--- src/rtl/stopwatch_pkg.sv ---
// ----------------------------------------------------------------------------
// stopwatch_pkg
//  Shared definitions for the BCD stopwatch core: FSM state and count-mode
//  encodings, plus the saturating BCD step helpers and the load-nibble clamp.
//  The BCD helpers work on a fixed 8-digit (32-bit) container; callers
//  zero-extend their value and pass the number of live digits in n.
// ----------------------------------------------------------------------------
package stopwatch_pkg;

  localparam int MAX_DIGITS = 8;

  typedef enum logic [1:0] {
    ST_IDLE  = 2'b00,
    ST_RUN   = 2'b01,
    ST_PAUSE = 2'b10,
    ST_DONE  = 2'b11
  } state_e;

  typedef enum logic [1:0] {
    M_UP0  = 2'b00,  // count up from all 0
    M_UPLD = 2'b01,  // count up from load
    M_DN9  = 2'b10,  // count down from all 9
    M_DNLD = 2'b11   // count down from load
  } mode_e;

  // Clamp a BCD nibble into the legal 0..9 range.
  function automatic logic [3:0] bcd_clamp(input logic [3:0] d);
    return (d > 4'd9) ? 4'd9 : d;
  endfunction

  // Increment the low n digits by one; the value at all 9s is returned unchanged.
  function automatic logic [31:0] bcd_inc_n(input logic [31:0] v, input int n);
    logic [31:0] r;
    logic        all9;
    logic        carry;
    r     = v;
    all9  = 1'b1;
    carry = 1'b1;
    for (int i = 0; i < MAX_DIGITS; i++) begin
      if ((i < n) && (v[4*i +: 4] != 4'd9)) begin
        all9 = 1'b0;
      end
    end
    if (!all9) begin
      for (int i = 0; i < MAX_DIGITS; i++) begin
        if ((i < n) && carry) begin
          if (r[4*i +: 4] == 4'd9) begin
            r[4*i +: 4] = 4'd0;
          end else begin
            r[4*i +: 4] = r[4*i +: 4] + 4'd1;
            carry       = 1'b0;
          end
        end
      end
    end
    return r;
  endfunction

  // Decrement the low n digits by one; the value at all 0s is returned unchanged.
  function automatic logic [31:0] bcd_dec_n(input logic [31:0] v, input int n);
    logic [31:0] r;
    logic        all0;
    logic        borrow;
    r      = v;
    all0   = 1'b1;
    borrow = 1'b1;
    for (int i = 0; i < MAX_DIGITS; i++) begin
      if ((i < n) && (v[4*i +: 4] != 4'd0)) begin
        all0 = 1'b0;
      end
    end
    if (!all0) begin
      for (int i = 0; i < MAX_DIGITS; i++) begin
        if ((i < n) && borrow) begin
          if (r[4*i +: 4] == 4'd0) begin
            r[4*i +: 4] = 4'd9;
          end else begin
            r[4*i +: 4] = r[4*i +: 4] - 4'd1;
            borrow      = 1'b0;
          end
        end
      end
    end
    return r;
  endfunction

endpackage

--- src/rtl/stopwatch_core_param_if.sv ---
// ----------------------------------------------------------------------------
// stopwatch_core_param_if
//  Control inputs and display/status outputs of the stopwatch core.
//  master: the controlling side (drives tick/R/P/lap/sel/load)
//  slave : the stopwatch core (drives count/an/sseg/dp/cstate/done/lap_active)
// ----------------------------------------------------------------------------
interface stopwatch_core_param_if #(
  parameter int N_DIGITS    = 4,
  parameter int LOAD_DIGITS = 2
);
  logic                     tick;
  logic                     R;
  logic                     P;
  logic                     lap;
  logic [1:0]               sel;
  logic [4*LOAD_DIGITS-1:0] load;
  logic [4*N_DIGITS-1:0]    count;
  logic [N_DIGITS-1:0]      an;
  logic [6:0]               sseg;
  logic                     dp;
  logic [1:0]               cstate;
  logic                     done;
  logic                     lap_active;

  modport master (
    output tick, R, P, lap, sel, load,
    input  count, an, sseg, dp, cstate, done, lap_active
  );

  modport slave (
    input  tick, R, P, lap, sel, load,
    output count, an, sseg, dp, cstate, done, lap_active
  );
endinterface

--- src/rtl/hexto7segment.sv ---
// ----------------------------------------------------------------------------
// hexto7segment
//  Hex nibble to 7-segment pattern, active-low, r = {a,b,c,d,e,f,g}.
//  x : nibble in    r : segment pattern out
// ----------------------------------------------------------------------------
module hexto7segment (
  input  logic [3:0] x,
  output logic [6:0] r
);
  // Segment lookup.
  always_comb begin
    r = 7'b1111111;
    case (x)
      4'h0:    r = 7'b0000001;
      4'h1:    r = 7'b1001111;
      4'h2:    r = 7'b0010010;
      4'h3:    r = 7'b0000110;
      4'h4:    r = 7'b1001100;
      4'h5:    r = 7'b0100100;
      4'h6:    r = 7'b0100000;
      4'h7:    r = 7'b0001111;
      4'h8:    r = 7'b0000000;
      4'h9:    r = 7'b0000100;
      4'hA:    r = 7'b0001000;
      4'hB:    r = 7'b1100000;
      4'hC:    r = 7'b0110001;
      4'hD:    r = 7'b1000010;
      4'hE:    r = 7'b0110000;
      4'hF:    r = 7'b0111000;
      default: r = 7'b1111111;
    endcase
  end
endmodule

--- src/rtl/stopwatch_core_param_sw_display_scan.sv ---
// ----------------------------------------------------------------------------
// sw_display_scan
//  Time-multiplexed 7-segment scan. A slot counter divides c_clk by SCAN_DIV;
//  each wrap moves to the next digit. an/sseg/dp are registered from the
//  current scan index, so they trail the index by one cycle.
//  c_clk, rst_n : clock, async active-low reset
//  digits_i     : BCD value to show (digit 0 = LSD)
//  an_o         : one-hot active-high digit enable
//  sseg_o       : segment pattern of the selected digit
//  dp_o         : active-low decimal point, 0 on digit DP_POS only
// ----------------------------------------------------------------------------
module sw_display_scan #(
  parameter int N_DIGITS = 4,
  parameter int DP_POS   = 2,
  parameter int SCAN_DIV = 50000
) (
  input  logic                  c_clk,
  input  logic                  rst_n,
  input  logic [4*N_DIGITS-1:0] digits_i,
  output logic [N_DIGITS-1:0]   an_o,
  output logic [6:0]            sseg_o,
  output logic                  dp_o
);
  localparam int                CW       = (SCAN_DIV > 1) ? $clog2(SCAN_DIV) : 1;
  localparam int                IW       = $clog2(N_DIGITS);
  localparam logic [CW-1:0]     CNT_MAX  = CW'(SCAN_DIV - 1);
  localparam logic [IW-1:0]     IDX_MAX  = IW'(N_DIGITS - 1);
  localparam bit                DP_VALID = (DP_POS >= 0) && (DP_POS < N_DIGITS);
  localparam logic [IW-1:0]     DP_IDX   = IW'(DP_POS);
  localparam logic              DP_RST   = (DP_POS == 0) ? 1'b0 : 1'b1;
  localparam logic [N_DIGITS-1:0] AN_ONE = {{(N_DIGITS-1){1'b0}}, 1'b1};

  logic [CW-1:0]       cnt_q, cnt_d;
  logic [IW-1:0]       idx_q, idx_d;
  logic [N_DIGITS-1:0] an_q, an_d;
  logic [6:0]          sseg_q;
  logic                dp_q, dp_d;
  logic [3:0]          nibble_s;
  logic [6:0]          seg_s;

  assign nibble_s = digits_i[4*idx_q +: 4];

  hexto7segment u_hex (
    .x (nibble_s),
    .r (seg_s)
  );

  // Slot counter / digit index advance and decode of the registered outputs.
  always_comb begin
    cnt_d = cnt_q;
    idx_d = idx_q;
    if (cnt_q == CNT_MAX) begin
      cnt_d = '0;
      if (idx_q == IDX_MAX) begin
        idx_d = '0;
      end else begin
        idx_d = idx_q + 1'b1;
      end
    end else begin
      cnt_d = cnt_q + 1'b1;
    end
    an_d = AN_ONE << idx_q;
    if (DP_VALID) begin
      dp_d = (idx_q != DP_IDX);
    end else begin
      dp_d = 1'b1;
    end
  end

  // Scan state and display output registers.
  always_ff @(posedge c_clk or negedge rst_n) begin
    if (!rst_n) begin
      cnt_q  <= '0;
      idx_q  <= '0;
      an_q   <= AN_ONE;
      sseg_q <= 7'b0000001;
      dp_q   <= DP_RST;
    end else begin
      cnt_q  <= cnt_d;
      idx_q  <= idx_d;
      an_q   <= an_d;
      sseg_q <= seg_s;
      dp_q   <= dp_d;
    end
  end

  assign an_o   = an_q;
  assign sseg_o = sseg_q;
  assign dp_o   = dp_q;
endmodule

--- src/rtl/stopwatch_core_param.sv ---
// ----------------------------------------------------------------------------
// stopwatch_core_param
//  BCD stopwatch/timer core: control FSM, N-digit saturating BCD up/down
//  counter, lap hold register and 7-segment scan.
//  c_clk, rst_n : clock, async active-low reset
//  bus (slave)  : tick/R/P/lap/sel/load in; count/an/sseg/dp/cstate/done/
//                 lap_active out
//  R returns to IDLE and, like IDLE itself, loads the preset of the current
//  sel/load, so the preset is visible on count the cycle after R.
// ----------------------------------------------------------------------------
module stopwatch_core_param
  import stopwatch_pkg::*;
#(
  parameter int N_DIGITS    = 4,
  parameter int LOAD_DIGITS = 2,
  parameter int DP_POS      = 2,
  parameter int SCAN_DIV    = 50000
) (
  input  logic                   c_clk,
  input  logic                   rst_n,
  stopwatch_core_param_if.slave  bus
);
  localparam int W = 4 * N_DIGITS;

  state_e       state_q, state_d;
  mode_e        mode_q, mode_d;
  logic [W-1:0] count_q, count_d;
  logic [W-1:0] lap_q, lap_d;
  logic         lap_active_q, lap_active_d;
  logic         done_q, done_d;

  mode_e        sel_mode_s;
  logic [W-1:0] preset_s;
  logic [W-1:0] term_s;
  logic [W-1:0] step_s;
  logic [W-1:0] disp_s;
  logic [31:0]  cnt_wide_s;
  logic [31:0]  inc_wide_s;
  logic [31:0]  dec_wide_s;
  logic         is_up_s;
  logic         at_term_s;
  logic [W-1:0]        an_unused_guard_s;
  logic [N_DIGITS-1:0] an_s;
  logic [6:0]          sseg_s;
  logic                dp_s;

  assign sel_mode_s = mode_e'(bus.sel);

  // Preset selected by the live sel/load inputs (loads clamped to 9).
  always_comb begin
    preset_s = '0;
    case (sel_mode_s)
      M_UP0: preset_s = '0;
      M_DN9: begin
        for (int i = 0; i < N_DIGITS; i++) begin
          preset_s[4*i +: 4] = 4'd9;
        end
      end
      M_UPLD, M_DNLD: begin
        for (int j = 0; j < LOAD_DIGITS; j++) begin
          preset_s[4*(N_DIGITS-LOAD_DIGITS+j) +: 4] = bcd_clamp(bus.load[4*j +: 4]);
        end
      end
      default: preset_s = '0;
    endcase
  end

  // Direction, terminal value and the saturating one-step count.
  always_comb begin
    is_up_s    = (mode_q == M_UP0) || (mode_q == M_UPLD);
    cnt_wide_s = '0;
    cnt_wide_s[W-1:0] = count_q;
    inc_wide_s = bcd_inc_n(cnt_wide_s, N_DIGITS);
    dec_wide_s = bcd_dec_n(cnt_wide_s, N_DIGITS);
    term_s     = '0;
    if (is_up_s) begin
      for (int i = 0; i < N_DIGITS; i++) begin
        term_s[4*i +: 4] = 4'd9;
      end
      step_s = inc_wide_s[W-1:0];
    end else begin
      step_s = dec_wide_s[W-1:0];
    end
    at_term_s = (count_q == term_s);
  end

  // FSM next state, counter, mode and lap next values.
  always_comb begin
    state_d      = state_q;
    mode_d       = mode_q;
    count_d      = count_q;
    lap_d        = lap_q;
    lap_active_d = lap_active_q;
    if (bus.R) begin
      state_d      = ST_IDLE;
      mode_d       = sel_mode_s;
      count_d      = preset_s;
      lap_active_d = 1'b0;
    end else begin
      case (state_q)
        ST_IDLE: begin
          mode_d  = sel_mode_s;
          count_d = preset_s;
          if (bus.P) begin
            state_d = ST_RUN;
          end else begin
            state_d = ST_IDLE;
          end
        end
        ST_RUN: begin
          // A tick coinciding with P is still applied before pausing.
          if (bus.tick) begin
            count_d = step_s;
          end else begin
            count_d = count_q;
          end
          if (bus.P) begin
            state_d = ST_PAUSE;
          end else if (at_term_s) begin
            state_d = ST_DONE;
          end else begin
            state_d = ST_RUN;
          end
        end
        ST_PAUSE: begin
          if (bus.P) begin
            state_d = ST_RUN;
          end else begin
            state_d = ST_PAUSE;
          end
        end
        ST_DONE: state_d = ST_DONE;
        default: state_d = ST_IDLE;
      endcase
      // Lap captures the post-tick count so the held value matches the display.
      if ((state_q != ST_IDLE) && bus.lap) begin
        if (lap_active_q) begin
          lap_active_d = 1'b0;
        end else begin
          lap_d        = count_d;
          lap_active_d = 1'b1;
        end
      end else begin
        lap_active_d = lap_active_q;
      end
    end
    done_d = (state_d == ST_DONE);
  end

  // Core state registers.
  always_ff @(posedge c_clk or negedge rst_n) begin
    if (!rst_n) begin
      state_q      <= ST_IDLE;
      mode_q       <= M_UP0;
      count_q      <= '0;
      lap_q        <= '0;
      lap_active_q <= 1'b0;
      done_q       <= 1'b0;
    end else begin
      state_q      <= state_d;
      mode_q       <= mode_d;
      count_q      <= count_d;
      lap_q        <= lap_d;
      lap_active_q <= lap_active_d;
      done_q       <= done_d;
    end
  end

  assign disp_s            = lap_active_q ? lap_q : count_q;
  assign an_unused_guard_s = disp_s;

  sw_display_scan #(
    .N_DIGITS (N_DIGITS),
    .DP_POS   (DP_POS),
    .SCAN_DIV (SCAN_DIV)
  ) u_scan (
    .c_clk    (c_clk),
    .rst_n    (rst_n),
    .digits_i (an_unused_guard_s),
    .an_o     (an_s),
    .sseg_o   (sseg_s),
    .dp_o     (dp_s)
  );

  assign bus.count      = count_q;
  assign bus.cstate     = state_q;
  assign bus.done       = done_q;
  assign bus.lap_active = lap_active_q;
  assign bus.an         = an_s;
  assign bus.sseg       = sseg_s;
  assign bus.dp         = dp_s;
endmodule
--- src/flat_wrapper.sv ---
// flat-port wrapper written by rule: the top's interface ports become plain ports
module stopwatch_core_param_flat import stopwatch_pkg::*;
#(
  parameter int N_DIGITS    = 4,
  parameter int LOAD_DIGITS = 2,
  parameter int DP_POS      = 2,
  parameter int SCAN_DIV    = 50000
)
  (c_clk, rst_n, bus_tick, bus_R, bus_P, bus_lap, bus_sel, bus_load, bus_count, bus_an, bus_sseg, bus_dp, bus_cstate, bus_done, bus_lap_active);
  stopwatch_core_param_if #(.N_DIGITS(N_DIGITS), .LOAD_DIGITS(LOAD_DIGITS)) bus_i ();
  input  logic c_clk;
  input  logic rst_n;
  input wire logic [$bits(bus_i.tick)-1:0] bus_tick;
  input wire logic [$bits(bus_i.R)-1:0] bus_R;
  input wire logic [$bits(bus_i.P)-1:0] bus_P;
  input wire logic [$bits(bus_i.lap)-1:0] bus_lap;
  input wire logic [$bits(bus_i.sel)-1:0] bus_sel;
  input wire logic [$bits(bus_i.load)-1:0] bus_load;
  output wire logic [$bits(bus_i.count)-1:0] bus_count;
  output wire logic [$bits(bus_i.an)-1:0] bus_an;
  output wire logic [$bits(bus_i.sseg)-1:0] bus_sseg;
  output wire logic [$bits(bus_i.dp)-1:0] bus_dp;
  output wire logic [$bits(bus_i.cstate)-1:0] bus_cstate;
  output wire logic [$bits(bus_i.done)-1:0] bus_done;
  output wire logic [$bits(bus_i.lap_active)-1:0] bus_lap_active;
  assign bus_i.tick = bus_tick;
  assign bus_i.R = bus_R;
  assign bus_i.P = bus_P;
  assign bus_i.lap = bus_lap;
  assign bus_i.sel = bus_sel;
  assign bus_i.load = bus_load;
  assign bus_count = bus_i.count;
  assign bus_an = bus_i.an;
  assign bus_sseg = bus_i.sseg;
  assign bus_dp = bus_i.dp;
  assign bus_cstate = bus_i.cstate;
  assign bus_done = bus_i.done;
  assign bus_lap_active = bus_i.lap_active;
  stopwatch_core_param #(.N_DIGITS(N_DIGITS), .LOAD_DIGITS(LOAD_DIGITS), .DP_POS(DP_POS), .SCAN_DIV(SCAN_DIV)) u_core (.c_clk(c_clk), .rst_n(rst_n), .bus(bus_i));
endmodule
--- config.mk ---
export PLATFORM = sky130hd
export DESIGN_NAME = stopwatch_core_param_flat
export DESIGN_NICKNAME = d
export VERILOG_FILES = /design/src/rtl/stopwatch_pkg.sv /design/src/rtl/stopwatch_core_param_if.sv /design/src/rtl/hexto7segment.sv /design/src/rtl/stopwatch_core_param_sw_display_scan.sv /design/src/rtl/stopwatch_core_param.sv /design/src/flat_wrapper.sv
export SDC_FILE = /design/constraint.sdc
export NUM_CORES = 1
export LEC_CHECK = 0
export ABC_AREA = 1
export CAP_MARGIN = 20
export CELL_PAD_IN_SITES_DETAIL_PLACEMENT = 0
export CELL_PAD_IN_SITES_GLOBAL_PLACEMENT = 1
export CORE_ASPECT_RATIO = 1.2
export CORE_MARGIN = 2
export CORE_UTILIZATION = 42
export CTS_CLUSTER_DIAMETER = 40
export CTS_CLUSTER_SIZE = 28
export DETAILED_ROUTE_END_ITERATION = 12
export PLACE_DENSITY = 0.78
export SLEW_MARGIN = 25
export SYNTH_ARGS = -nofsm -noshare
export SYNTH_HDL_FRONTEND = slang
export SYNTH_SLANG_ARGS = --single-unit
--- constraint.sdc ---
create_clock -name c_clk -period 2.27 [get_ports c_clk]
set_input_delay 0.454 -clock c_clk [delete_from_list [all_inputs] [get_ports c_clk]]
set_output_delay 0.454 -clock c_clk [all_outputs]
set_load 0.05 [all_outputs]
; ---- Word level (Yosys, flattened, before mapping)
; Memory sizes are Yosys's and may differ from the RTL's. A register that Yosys moved wholly into a read port is not among the register bits.
; Cells that the tools add are included.
[totals]
register_bits = 61
rom_bits = 112
inputBits = 16
out_inout_bits = 32
elab_cells = 129
mem_count = 1
[mem_list]
columns = memory, depth, word_bits, read_ports, rd_clocked_by_memory_dff, wr, line
row1 = (name not given), 16, 7, 1, 1, 0, hexto7segment.sv:13  ; case (x)
[op_classes]
n_addsub = 10
order_cmp = 2
eq_ne = 20
shift = 2
muxes = 63
n_bitwise = 2
reduce_logical = 19
[op_table]
columns = operator, n
row1 = two-way mux 16 bit, 8
row2 = two-way mux 4 bit, 16
row3 = case mux 16 bit (2 select lines), 1
row4 = two-way mux 1 bit, 28
row5 = case mux 8 bit (3 select lines), 1
row6 = adder 16 x 1 -> 16 bit (second input constant), 1
row7 = adder 4 x 1 -> 4 bit (second input constant), 4
row8 = equality test 16 bit, 1
row9 = equality test 16 bit (second input constant), 1
row10 = equality test 4 bit (second input constant), 4
row11 = logical NOT 4 bit, 4
row12 = != test 4 bit (second input constant), 4
row13 = nonzero test 4 bit, 4
row14 = indexed part select 16 x 5 -> 4 bit, 1
row15 = subtractor 4 x 1 -> 4 bit (second input constant), 4
row16 = two-way mux 2 bit, 7
row17 = equality test 2 bit (second input constant), 6
row18 = > comparator 4 bit (second input constant), 2
row19 = two-way mux 8 bit, 1
row20 = case mux 2 bit (4 select lines), 1
row21 = equality test 2 x 1 -> 1 bit (second input constant), 3
row22 = logical NOT 2 bit, 3
row23 = nonzero test 2 bit, 3
row24 = left shift 1 x 2 -> 4 bit (first input constant), 1
row25 = 8 further kinds, 9

; ---- Longest topological paths before layout
[depth]
depth_word = 16
mapped_depth = 17
mapped_depth_nobuf = 16

; ---- By module
; A second synthesis with hierarchy kept.
[hier_totals]
cells_unflattened = 795
hier_area_um2 = 5248.8
[by_module_without_submodules]
columns = module, instances, cells_per_inst, area_per_inst_um2, seq_area_each_um2
row1 = stopwatch_core_param, 1, 574, 3464.6, 925.9
row2 = sw_display_scan, 1, 172, 1510.2, 754.5
row3 = hexto7segment, 1, 49, 274.0, 0.0

; ---- Least setup slack after synthesis
; No wires, ideal clock.
[synth_path]
path_type = flip-flop to flip-flop
start = register u_core.count_q[8], in the netlist u_core.bus.count[8]
end = register u_core.count_q[0], in the netlist u_core.bus.count[0]
setup_ns = 0.121
t_arrival_ns = 2.153
required_time_ns = 2.149
path_slack_ns = -0.003
stages_incl_launch_ff = 15
path_buffers = 1
synth_period_minus_slack_ns = 2.273
path_cell_list = dfrtp_1 inv_1 clkbuf_1 ha_1 inv_1 nor2_2 nand3_2 o21ai_0 nand3_1 nand2_1 nand2_1 nand2_1 nand2_1 nand2_1 nand2_1
[synth_between]
elab_chain_cells = 8
elab_cells_between_ends = 12
classes_between = eq/ne (1) / mux (10) / reduce/logical (1)
[synth_rtl]
columns = item, line
row1 = start: declaration, stopwatch_core_param.sv:27  ; logic [W-1:0] count_q, count_d;
row2 = start signal: assignment, stopwatch_core_param.sv:162  ; count_q <= count_d;
row3 = != test 4 bit or nonzero test 4 bit (tied branches), "stopwatch_pkg.sv:40, stopwatch_pkg.sv:68"
row4 = "two-way mux 1 bit, on equally long branches (2 in series)", "stopwatch_pkg.sv:40, stopwatch_pkg.sv:68"
row5 = "two-way mux 16 bit, on equally long branches", "stopwatch_pkg.sv:44, stopwatch_pkg.sv:72"
row6 = two-way mux 16 bit *, stopwatch_core_param.sv:76  ; if (is_up_s) begin
row7 = two-way mux 16 bit *, stopwatch_core_param.sv:112  ; if (bus.tick) begin
row8 = case mux 16 bit (2 select lines) *, stopwatch_core_param.sv:100  ; case (state_q)
row9 = two-way mux 16 bit *, stopwatch_core_param.sv:94  ; if (bus.R) begin
row10 = named net u_core.count_d[0], stopwatch_core_param.sv:27
; The timed path passes the listed nets; every way through them passes the cells marked *.
; A chain may end at the register's enable or synchronous reset.

; ---- Worst setup path after layout
[layout_path]
start = register u_core.count_q[0], in the netlist u_core.bus.count[0]
end = output bus_count[0]
[layout_rtl]
columns = item, line
row1 = end: declaration, flat_wrapper.sv:19  ; output wire logic [$bits(bus_i.count)-1:0] bus_count;
; No word-level cell between the ends.

==> flow_summary_export.csv <==
group,metric,value,unit
die,rows,43,
pwr,p_seq_share,34.0,%
routing,via_per_inst,5.17,
setup_path,endpoint_kind,"primary output",
clock_tree,htree_num_levels,3,
global_route,grt_max_degree,35,
routing,wl_per_cell,15.0,µm
logic_synthesis,synth_top_area_share,32.1,%
logic_synthesis,synth_compound_area_share,12.4,%
logic_synthesis,synth_largest_area_cell,"dfrtp_1",
setup_path,crit_buf_inv,2,
pwr,p_switching,1.48,mW
logic_synthesis,ys_ff_latch,67,
placement,placed_area,5810,µm²
die,dieWidth,103,µm
logic_synthesis,yosysUniqueCellTypes,40,
setup_path,crit_chain,"buf_4, clkdlybuf4s50_1",
global_route,gr-total-overflow,0,
die,start_util,43.1,%
placement,dp_hpwl,11300,µm
logic_synthesis,async_flop_share,100,%
clock_tree,cts.sinks,67,
logic_synthesis,synth_edf_count,0,
clock_tree,cts.clk_slew.worst_paths,0.05,ns
timing,fin_skew,0.00921,ns
layout,diodes,0,
timing,tns,0,ns
layout,layout.nets,856,
die,coreArea,11600,µm²
layout,post-route-cell-area,6150,µm²
pwr,clockPowerShare,33.1,%
setup_path,critPathTopFamily,"buffers and inverters",
placement,place_inst,960,
timing,slew_headroom,62.3,%
timing,fin_crit,2.22,ns
global_route,grt_use_total,24.3,%
global_route,antenna_found_initial,0,
pwr,p_int,2.71,mW
logic_synthesis,ys_seq_area_share,33.7,%
layout,multi_input_area,2900,µm²
clock_tree,clkLatencyLatePin,0.33,ns
clock_tree,cts_tree,"done",
setup_path,crit_path_max_fanout,6,
pwr,combPwrFrac,32.9,%
timing,finalSetupViolCount,0,
placement,gp_congestion,0.918,
clock_tree,cts_buffers,9,
logic_synthesis,synthAdderAreaFrac,5.77,%
setup_path,cp.required,1.82,ns
placement,pre_cts_ws,0.161,ns
setup_path,slowest_stage,"clkdlybuf4s50_1",
timing,fin_crit_sh,97.7,%
routing,routed_wl,14700,µm
logic_synthesis,synthSimpleGateAreaFrac,37.8,%
timing,whs,0.0792,ns
timing,max_freq,451,MHz
min_path,min_path_type,"primary input to async pin",
logic_synthesis,synth_area_leaders,"dfrtp_1 (32%), nand2_1 (20%), ha_1 (5.8%)",
pwr,power,4.19,mW
timing,hold_violations,0,
placement,io_buffers,47,
routing,drc,0,
job,maxCapViolations,0,
pwr,ir_worst_vdd,0.437,mV
logic_synthesis,yosysWarnings,0,
die,die_height,123,µm
global_route,grt_pass1_vias,4808,
setup_path,path_class,"register to primary output",
timing,tightest_slew,0.563,ns
logic_synthesis,syn_nets,784,
routing,drt_pass1_iterations,5,
layout,fill_cells,1166,
clock_tree,ctsRootBufferMaster,"clkbuf_16",
setup_path,worst_path_largest_cell_delay,0.81,ns
logic_synthesis,synthMuxAreaShare,0,%
timing,worst_slack,0.0522,ns
run_status,status,"finished, final reports clean",
logic_synthesis,syn_inst,745,
layout,drive_above_1_share,13.0,%
logic_synthesis,ys.flop_type,"dfrtp_1",
pwr,switching_share,35.4,%
layout,fin_util,53.1,%
layout,instances_no_fill,979,
setup_path,cp.arrival,1.76,ns
logic_synthesis,synth_xor_area_share,2.11,%
pwr,leakagePower,3.12,nW
routing,antenna_left,0,
layout,regArea,1680,µm²
layout,area_growth_syn_to_layout,23.3,%
routing,vias,5063,
setup_path,cp-start-kind,"register",
pwr,p_per_area,682,nW/µm²
die,ios,48,
routing,drtIter0Drc,419,
global_route,grt_pass1_wl,24200,µm
die,die_area,12800,µm²
logic_synthesis,synth_area_per_cell,6.69,µm²
clock_tree,cts_buffer_depth,2,
logic_synthesis,syn-cell-area,4980,µm²
logic_synthesis,synth_top_family_by_area,"simple AND/OR/NAND/NOR gates",
timing,drv_slew,0,
[per-layer routing]
layer	GRT usage [%]	vias to the layer above	share of wire (%)
met1	31.9	2369	45
met4	7.73	0	2.0
met2	41.0	114	49
li1	-	2561	-
met3	3.67	19	3.8
met5	0	-	0
[cell usage after synthesis (2+ instances only)]
| master | n |
|---|---|
| nand4_1 | 19 |
| nand2_1 | 263 |
| nor2_1 | 49 |
| a22oi_1 | 2 |
| inv_1 | 52 |
| nand3_2 | 2 |
| o21ai_0 | 27 |
| o21ai_1 | 29 |
| dfstp_2 | 3 |
| o21a_1 | 2 |
| a21oi_1 | 49 |
| buf_2 | 9 |
| nand3_1 | 54 |
| clkbuf_1 | 13 |
| nor2_4 | 3 |
| nand3_4 | 3 |
| inv_2 | 21 |
| nor3b_1 | 2 |
| ha_1 | 23 |
| clkinv_2 | 2 |
| buf_4 | 2 |
| nor2_2 | 4 |
| xor2_1 | 8 |
| xnor2_1 | 4 |
| clkinv_1 | 5 |
| o21ai_2 | 2 |
| nand2_2 | 5 |
| dfrtp_1 | 64 |
| nor2_8 | 2 |
| nor3_1 | 8 |
| o211ai_1 | 2 |
| nor4_1 | 4 |
[placed cells by master (no fill, tap or decap), drive strengths merged]
cell	count
nor3	10
nor2	58
clkinv	8
ha	23
dlymetal6s2s	1
nand2	268
a21boi	1
nand4	19
xor2	8
xnor2	4
o211ai	2
or2	2
o21ai	58
buf	42
o31ai	1
bufinv	1
a22oi	2
dfrtp	64
o21bai	1
dfstp	3
clkdlybuf4s50	42
nor3b	2
inv	73
nand3	59
o21a	2
a21oi	49
clkbuf	14
a31oi	1
nor4	4
[flip-flops by register name, indices dropped and copies added (netlist names)]
register / flops
u_core.bus.lap_active: 1
u_core.mode_q: 1
u_core.bus.done: 1
u_core.u_scan.dp_o: 1
u_core.lap_q: 16
u_core.u_scan.sseg_o: 7
u_core.bus.count: 16
u_core.u_scan.cnt_q: 16
u_core.u_scan.an_o: 4
u_core.u_scan.idx_q: 2
u_core.bus.cstate: 2
[power by group through the flow]
| stage | combinational, mW | sequential [mW] | clock (mW) |
|---|---|---|---|
| floorplan | 0.696 | 1.64 | 0 |
| global placement | 1.35 | 1.44 | 0 |
| detailed placement | 1.35 | 1.44 | 0 |
| CTS | 1.35 | 1.42 | 1.42 |
| global route | 1.52 | 1.44 | 1.47 |
| finish | 1.38 | 1.42 | 1.39 |
[cell families (layout without fill, tap and decap cells)]
group | after synthesis | in the layout
AND/OR/NAND/NOR | 422 | 422
AO/OA/AOI/OAI | 117 | 117
buffers and inverters | 104 | 181
flip-flops | 67 | 67
adder cells (fa/ha/maj) | 23 | 23
XOR/XNOR | 12 | 12
[worst paths after layout]
| check | from | end | slack (ns) | cells past startpoint |
|---|---|---|---|---|
| setup / recovery | u_core.bus.count[0] | bus_count[0] | 0.05 | 2 |
| hold / removal | rst_n | u_core.u_scan.cnt_q[10] | 0.08 | 1 |
| setup reg to reg | u_core.u_scan.idx_q[0] | u_core.u_scan.sseg_o[1] | 0.19 | 12 |
| hold reg to reg | u_core.lap_q[12] | u_core.lap_q[12] | 0.48 | 2 |
| max in group asynchronous | rst_n | u_core.bus.count[4] | 1.57 | 2 |
| min in group c_clk | u_core.lap_q[12] | u_core.lap_q[12] | 0.48 | 2 |
[what timing repair did]
item                                    4_1_cts  5_1_grt
gates resized for setup                       0        6
buffers inserted                              0        3
hold buffers                                  0        0
endpoints found under the setup margin        0       10
endpoints found under the hold margin         0        0
[area by class of cell]
type                    count  area share, %
clock inverters             2          0.570
clock buffers              14           4.30
inverters                  80           4.97
well taps                 157           3.20
flip-flops and latches     67           27.4
multi-input cells         574           47.3
repair buffers             85           12.3
(Power assumes the default switching activity.)
